File: config.mk
export PLATFORM = sky130hd
export DESIGN_NAME = div_unit
export DESIGN_NICKNAME = d
export VERILOG_FILES = /design/src/rtl/div_unit.sv
export SDC_FILE = /design/constraint.sdc
export NUM_CORES = 1
export LEC_CHECK = 0
export BUFFER_PORTS_ARGS = -buffer_cell sky130_fd_sc_hd__buf_2
export CORE_UTILIZATION = 50
export DETAILED_ROUTE_END_ITERATION = 16
export PLACE_DENSITY = 0.82
export SETUP_SLACK_MARGIN = 0.05
export SLEW_MARGIN = 20
export SYNTH_ARGS = -nofsm -noshare
export SYNTH_HDL_FRONTEND = slang
export SYNTH_SLANG_ARGS = --single-unit
File: constraint.sdc
create_clock -name clk -period 11.9 [get_ports clk]
set_clock_uncertainty 0.2 [all_clocks]
set_input_delay 1.19 -clock clk [delete_from_list [all_inputs] [get_ports clk]]
set_output_delay 1.19 -clock clk [all_outputs]
set_load 0.02 [all_outputs]
File: src/rtl/div_unit.sv
// Purpose    : multicycle signed restoring divider, quotient -> lo_out, remainder -> hi_out.
// Latency    : div_start sampled at edge 0, results and div_done registered at edge WIDTH+1.
// Backpressure: none; div_start while busy (RUN or FINISH) is ignored, divisor==0 gives a divzero pulse.
//
// Ports:
//   clk        system clock, rising edge
//   reset      asynchronous active-high reset
//   div_start  one-cycle request, operands sampled on this edge when idle
//   dividend   signed dividend (register A)
//   divisor    signed divisor (register B)
//   hi_out     remainder (sign of the dividend), held until the next successful division
//   lo_out     quotient (truncated toward zero), held until the next successful division
//   div_done   one-cycle pulse, results valid from this cycle on
//   divzero    one-cycle pulse, divisor was zero and nothing was computed
//   busy       high while the iteration runs
module div_unit #(
    parameter int WIDTH = 32
) (
    input  logic             clk,
    input  logic             reset,
    input  logic             div_start,
    input  logic [WIDTH-1:0] dividend,
    input  logic [WIDTH-1:0] divisor,
    output logic [WIDTH-1:0] hi_out,
    output logic [WIDTH-1:0] lo_out,
    output logic             div_done,
    output logic             divzero,
    output logic             busy
);

    localparam int CW = $clog2(WIDTH + 1);

    typedef enum logic [1:0] {
        S_IDLE,
        S_RUN,
        S_FINISH
    } state_t;

    state_t           r_state;
    state_t           w_state_nxt;

    logic [CW-1:0]    r_cnt;
    logic [WIDTH-1:0] r_rem;
    logic [WIDTH-1:0] r_quo;
    logic [WIDTH-1:0] r_dsr;
    logic             r_sign_q;
    logic             r_sign_r;

    logic [WIDTH-1:0] r_hi;
    logic [WIDTH-1:0] r_lo;
    logic             r_done;
    logic             r_dz;
    logic             r_busy;

    logic             w_start_ok;
    logic             w_start_zero;
    logic             w_done_nxt;
    logic             w_dz_nxt;
    logic             w_busy_nxt;

    logic [WIDTH-1:0] w_dvd_mag;
    logic [WIDTH-1:0] w_dsr_mag;
    logic [WIDTH:0]   w_rem_sh;
    logic [WIDTH-1:0] w_rem_sub;
    logic             w_ge;
    logic [WIDTH-1:0] w_lo_res;
    logic [WIDTH-1:0] w_hi_res;

    // Magnitudes as unsigned WIDTH-bit values; negating the most negative
    // number yields 2^(WIDTH-1), which is exactly its unsigned magnitude.
    assign w_dvd_mag = dividend[WIDTH-1] ? -dividend : dividend;
    assign w_dsr_mag = divisor[WIDTH-1]  ? -divisor  : divisor;

    assign w_start_ok   = (r_state == S_IDLE) && div_start && (divisor != '0);
    assign w_start_zero = (r_state == S_IDLE) && div_start && (divisor == '0);

    // Restoring step. The partial remainder is always below the divisor
    // magnitude, so the shifted value needs one extra bit for the compare;
    // when the subtract is taken the difference fits back into WIDTH bits.
    assign w_rem_sh  = {r_rem, r_quo[WIDTH-1]};
    assign w_ge      = (w_rem_sh >= {1'b0, r_dsr});
    assign w_rem_sub = w_rem_sh[WIDTH-1:0] - r_dsr;

    assign w_lo_res = r_sign_q ? -r_quo : r_quo;
    assign w_hi_res = r_sign_r ? -r_rem : r_rem;

    // FSM state register
    always_ff @(posedge clk or posedge reset) begin
        if (reset) begin
            r_state <= S_IDLE;
        end else begin
            r_state <= w_state_nxt;
        end
    end

    // FSM next state and next values of the registered control outputs
    always_comb begin
        w_state_nxt = r_state;
        w_done_nxt  = 1'b0;
        w_dz_nxt    = 1'b0;
        w_busy_nxt  = 1'b0;
        case (r_state)
            S_IDLE: begin
                if (w_start_ok) begin
                    w_state_nxt = S_RUN;
                    w_busy_nxt  = 1'b1;
                end else if (w_start_zero) begin
                    w_dz_nxt = 1'b1;
                end
            end
            S_RUN: begin
                // r_cnt==1 means this edge performs the last quotient bit
                if (r_cnt == CW'(1)) begin
                    w_state_nxt = S_FINISH;
                end else begin
                    w_busy_nxt = 1'b1;
                end
            end
            S_FINISH: begin
                w_state_nxt = S_IDLE;
                w_done_nxt  = 1'b1;
            end
            default: begin
                w_state_nxt = S_IDLE;
            end
        endcase
    end

    // Datapath and output registers
    always_ff @(posedge clk or posedge reset) begin
        if (reset) begin
            r_cnt    <= '0;
            r_rem    <= '0;
            r_quo    <= '0;
            r_dsr    <= '0;
            r_sign_q <= 1'b0;
            r_sign_r <= 1'b0;
            r_hi     <= '0;
            r_lo     <= '0;
            r_done   <= 1'b0;
            r_dz     <= 1'b0;
            r_busy   <= 1'b0;
        end else begin
            r_done <= w_done_nxt;
            r_dz   <= w_dz_nxt;
            r_busy <= w_busy_nxt;
            case (r_state)
                S_IDLE: begin
                    if (w_start_ok) begin
                        r_quo    <= w_dvd_mag;
                        r_dsr    <= w_dsr_mag;
                        r_rem    <= '0;
                        r_cnt    <= CW'(WIDTH);
                        r_sign_q <= dividend[WIDTH-1] ^ divisor[WIDTH-1];
                        r_sign_r <= dividend[WIDTH-1];
                    end
                end
                S_RUN: begin
                    r_rem <= w_ge ? w_rem_sub : w_rem_sh[WIDTH-1:0];
                    r_quo <= {r_quo[WIDTH-2:0], w_ge};
                    r_cnt <= r_cnt - CW'(1);
                end
                S_FINISH: begin
                    r_lo <= w_lo_res;
                    r_hi <= w_hi_res;
                end
                default: begin
                end
            endcase
        end
    end

    assign hi_out   = r_hi;
    assign lo_out   = r_lo;
    assign div_done = r_done;
    assign divzero  = r_dz;
    assign busy     = r_busy;

endmodule

# --- Yosys cells after proc, flatten, opt, wreduce, memory -nomap -nowiden ---
# Cells that the tools add are included.
totals:
  latch_bits: 0
  ff_bits: 173
  elab_cells: 56
  ram_bits: 0
  input_bits: 67
  output_inout_bits: 67
  memories: 0
  rom_bits: 0
op_classes:
  multipliers: 0
  shifts: 0
  n_div: 0
  add_sub_neg: 6
  eq_ne: 5
  n_lt_le_gt_ge: 1
  muxes: 21
  n_reduce_logical: 10
  bitwise_logic: 1
ops:
  columns: ["op", "n"]
  rows:
  - ["$mux W32", 7]
  - ["$neg A32 Y32", 4]
  - ["$pmux W32 S2", 2]
  - ["$ge A33 B32 Y1", 1]
  - ["$logic_not A32 Y1", 1]
  - ["$reduce_bool A32 Y1", 1]
  - ["$sub A32 B32 Y32", 1]
  - ["$pmux W6 S2", 1]
  - ["$eq A6 B1 Y1 const B", 1]
  - ["$mux W1", 6]
  - ["$mux W6", 1]
  - ["$reduce_and A2 Y1", 3]
  - ["$sub A6 B1 Y6 const B", 1]
  - ["$mux W2", 2]
  - ["$ne A2 B2 Y1 const B", 2]
  - ["$pmux W2 S2", 1]
  - ["$logic_and A1 B1 Y1", 3]
  - ["$eq A2 B1 Y1 const B", 1]
  - ["$eq A2 B2 Y1 const B", 1]
  - ["$logic_not A2 Y1", 1]
  - ["$pmux W1 S2", 1]
  - ["$reduce_bool A2 Y1", 1]
  - ["$xor A1 B1 Y1", 1]

# --- Longest topological paths before layout ---
depth:
  ltp_word: 6
  ltp_mapped: 14
  depth_no_buf: 13

# --- Worst setup path after synthesis ---
# OpenSTA, ideal clock, no wires.
synth_path:
  kind: "input -> register"
  from: "input divisor[6]"
  to: "register r_dsr[12]"
  setup_ps: 133
  path_stages: 9
  path_buffers: 2
  t_arrival_ps: 3851
  t_required_ps: 11567
  setup_slack_ps: 7717
  path_cell_list: "or4_1 or4b_1 nor4_2 nand2_1 or3_1 nand3_1 buf_2 buf_1 a21oi_1"
synth_via:
  elab_chain_cells: 3
  elab_cells_between_ends: 5
  classes_between: "add/sub: 1; mux: 1; reduce/logical: 3"
synth_rtl:
  columns: ["item", "line", "text"]
  rows:
  - ["start, declared", "23", "input logic [WIDTH-1:0] divisor,"]
  - ["branches (longest 3 deep; another with $neg A32 Y32)", null, null]
  - ["end signal, assigned", "151", "r_dsr <= w_dsr_mag;"]
  - ["end, declared", "45", "logic [WIDTH-1:0] r_dsr;"]
# Several ways; the timed one is not identified.
# A chain may end at the register's enable or synchronous reset.

# --- Worst setup path in the final report ---
layout_path:
  from: "input divisor[6]"
  to: "register r_sign_r"
layout_via:
  elab_chain_cells: 3
layout_rtl:
  columns: ["item", "line", "text"]
  rows:
  - ["$reduce_bool A32 Y1", "74", "assign w_start_ok = (r_state == S_IDLE) && div_start && (divisor != '0);"]
  - ["$logic_and A1 B1 Y1", "74", null]
  - ["$reduce_and A2 Y1 (no line)", null, null]
  - ["end signal, assigned", "155", "r_sign_r <= dividend[WIDTH-1];"]
  - ["end, declared", "47", "logic r_sign_r;"]
# No other way between the ends.

==> impl_metrics.env <==
export IMPL_dpl_hpwl_mm=19.8
export IMPL_rsz0062_at_grt="false"
export IMPL_synth_fp_nets=1376
export IMPL_h_tree_depth=4
export IMPL_grt_max_degree=130
export IMPL_avgRoutedWirePerCell_um=16.4
export IMPL_rrSetupSlack_ps=7560
export IMPL_max_stage_delay_ps=680
export IMPL_grt_pass1_vias=8725
export IMPL_top_usage_layer="met2"
export IMPL_nFillCells=1893
export IMPL_die_w_um=150
export IMPL_met3_usage_pct=3.05
export IMPL_areaGrowthSynthToFinish_pct=13.4
export IMPL_critPathMaxFanout=82
export IMPL_dpl_cell_count=1617
export IMPL_gp_congestion=0.909
export IMPL_ant_nets=0
export IMPL_grt_overflow=0
export IMPL_stdcell_count=1652
export IMPL_dpl_worst_slack_ps=6570
export IMPL_min_period_ps=4930
export IMPL_grt_usage_pct=24.9
export IMPL_setup_violations=0
export IMPL_worst_ep_arrival_time_ps=5040
export IMPL_cts_resized=0
export IMPL_layout_common_cells="174 x nand2_1, 173 x dfrtp_1, 168 x o21ai_0"
export IMPL_initial_core_util_pct=51.4
export IMPL_setup_worst_path_end_class="flip-flop"
export IMPL_cap_viol_max_count=0
export IMPL_placed_area_mm2=0.0117
export IMPL_cts_buffers=17
export IMPL_cts_setup_buffers=0
export IMPL_post_route_util_pct=58.3
export IMPL_fin_nets=1468
export IMPL_clk_path_buf_depth=2
export IMPL_fin_ws_ps=6970
export IMPL_synthArstFlopShare_pct=100
export IMPL_timing_setup_tns_ps=0
export IMPL_drive_above_1_share_pct=14.0
export IMPL_hold_path_class="reg2reg"
export IMPL_synth_cells=1270
export IMPL_ir_drop_mv=0.179
export IMPL_slew_viol_final=0
export IMPL_yosys_warnings=0
export IMPL_cp_slowest_cell="buf_4"
export IMPL_outcome="completed"
export IMPL_die_h_um=150
export IMPL_ctsHoldBuffers=0
export IMPL_synth_seq_cells=173
export IMPL_cts_sinks=173
export IMPL_power_density_mw_per_mm2=298
export IMPL_std_cell_rows=53
export IMPL_start_kind="primary input"
export IMPL_insertion_delay_ps=430
export IMPL_core_mm2=0.0212
export IMPL_syn_area_mm2=0.0109
export IMPL_drcViolationCount=0
export IMPL_crit_type="in2reg"
export IMPL_firstDrtPassIters=6
export IMPL_use_met2_pct=38.4
export IMPL_top_level_ports=134
export IMPL_cts_root_buf="clkbuf_16"
export IMPL_cts_tree="built"
export IMPL_antenna_found_initial=1
export IMPL_fmax_mhz=203
export IMPL_crit_chain="buf_2 -> or4_1 -> or4b_1 -> nor4_2 -> nand2_1 -> or3_1 -> nand3_4 -> buf_4 -> mux2_2"
export IMPL_worst_slew_pin_slew_ps=990
export IMPL_fin_area_mm2=0.0124
export IMPL_relSlewSlack_pct=34.0
export IMPL_drt_iter0_drc=820
export IMPL_clkTransAtPathRegs_ps=60
export IMPL_drt_vias_per_instance=5.79
export IMPL_dieArea_mm2=0.0224
export IMPL_portBuffers=133
export IMPL_met1_usage_pct=36.6
export IMPL_synth_edf_count=0
export IMPL_fin_crit_sh_pct=41.4
export IMPL_required_ps=12010
export IMPL_wirelength_mm=27.1
export IMPL_ys_seq_area_share_pct=39.7
export IMPL_grt_pass1_wl_mm=44.4
export IMPL_final_common_cell="nand2_1"
export IMPL_ys_flop_type="dfrtp_1"
export IMPL_synth_avg_cell_area_um2=8.59
export IMPL_p_leak_nw=5.60
export IMPL_ys_types=60
export IMPL_num_vias=9569
export IMPL_final_hold_violation_count=0
where the power goes:
part | internal [mW] | total, mW | switching [mW]
registers | 0.829 | 1.12 | 0.288
logic | 0.805 | 2.00 | 1.20
clock network | 0.317 | 0.561 | 0.244
total | 1.95 | 3.68 | 1.73
flip-flops by register name (all words and copies together) (netlist names), 2 cells and up:
register,count
lo_out,32
hi_out,32
r_cnt,6
r_rem,32
r_state,2
r_quo,32
r_dsr,32
per-layer routing:
metal	part of all wire [%]	vias to the layer above
met2	45	321
met4	1.5	0
met3	6.3	28
li1	-	4720
met5	0	-
met1	47	4500
worst paths after layout:
| path | startpoint | end | cells after the start |
|---|---|---|---|
| max | divisor[6] | r_sign_r | 9 |
| min | hi_out[11] | hi_out[11] | 2 |
| max reg2reg | r_rem[14] | r_rem[3] | 11 |
| min reg2reg | hi_out[11] | hi_out[11] | 2 |
| max in group asynchronous | reset | r_cnt[4] | 3 |
| min in group asynchronous | reset | div_done | 2 |
Yosys cell counts (all sizes together) (2+ instances only):
cell     instances  area share, %
or4             21            1.5
o21ai          174            8.0
a22o             3           0.24
mux2i           11            1.0
a211oi           5           0.34
o211ai           6           0.41
o21a             4           0.28
nand3           18           0.83
a32oi            3           0.24
nor4             7           0.46
o21bai           4           0.28
nand2          174            6.0
o2111ai          2           0.16
nand4            8           0.46
nand2b          10           0.57
xnor2           45            3.6
inv             55            1.9
nand3b           2           0.14
a221o           12            1.1
o41ai           20            1.6
o31ai           36            2.6
ha              38            4.4
nor2b            7           0.40
a21oi           84            3.9
or3             18            1.1
a31oi            8           0.46
a21o            14           0.96
clkbuf          50            1.7
xor2            99            7.9
buf             19           0.80
dfrtp          173             40
a211o            2           0.16
or2              4           0.23
nor3            17           0.78
and3             2           0.11
o221ai           4           0.32
nor2            77            2.7
a21boi           3           0.21
or4b             3           0.28
a22oi           16            1.1
and2             2           0.11
worst max-delay path: cells and delay by family:
| family | cells | cell delay [ps] |
|---|---|---|
| muxes | 1 | 420 |
| and+or+nand+nor | 6 | 2590 |
| buffers and inverters | 2 | 810 |
layout make-up:
| type | instances | area (um2) | area share [%] |
|---|---|---|---|
| Clock inverter | 12 | 136 | 1.10 |
| Inverter | 55 | 211 | 1.71 |
| Clock buffer | 20 | 447 | 3.61 |
| Antenna cell | 2 | 5.00 | 0.0405 |
| Multi-Input combinational cell | 973 | 6140 | 49.6 |
| Tap cell | 275 | 344 | 2.78 |
| Sequential cell | 173 | 4330 | 35.0 |
| Timing Repair Buffer | 142 | 753 | 6.09 |
through the flow:
step | power, mW | hold slack [ps]
final | 3.68 | 273
after detailed placement | 3.09 | 266
after global routing | 3.98 | 291
after floorplan | 2.58 | 243
after CTS | 3.66 | 281
after global placement | 3.03 | 256
kinds of logic (layout without fill, tap and decap cells):
kind of cell               Yosys count  count (layout)  synth area share [%]
AOI/OAI and AO/OA                  406             406                  22.8
xor gates and xnor gates           144             144                  11.6
adders and majority gates           39              39                  4.54
buffers and inverters              124             229                  4.42
DFF                                173             173                  39.7
muxes                               12              12                  1.11
other                                0               2                     0
and+or+nand+nor                    372             372                  15.8
(Power assumes the default switching activity.)
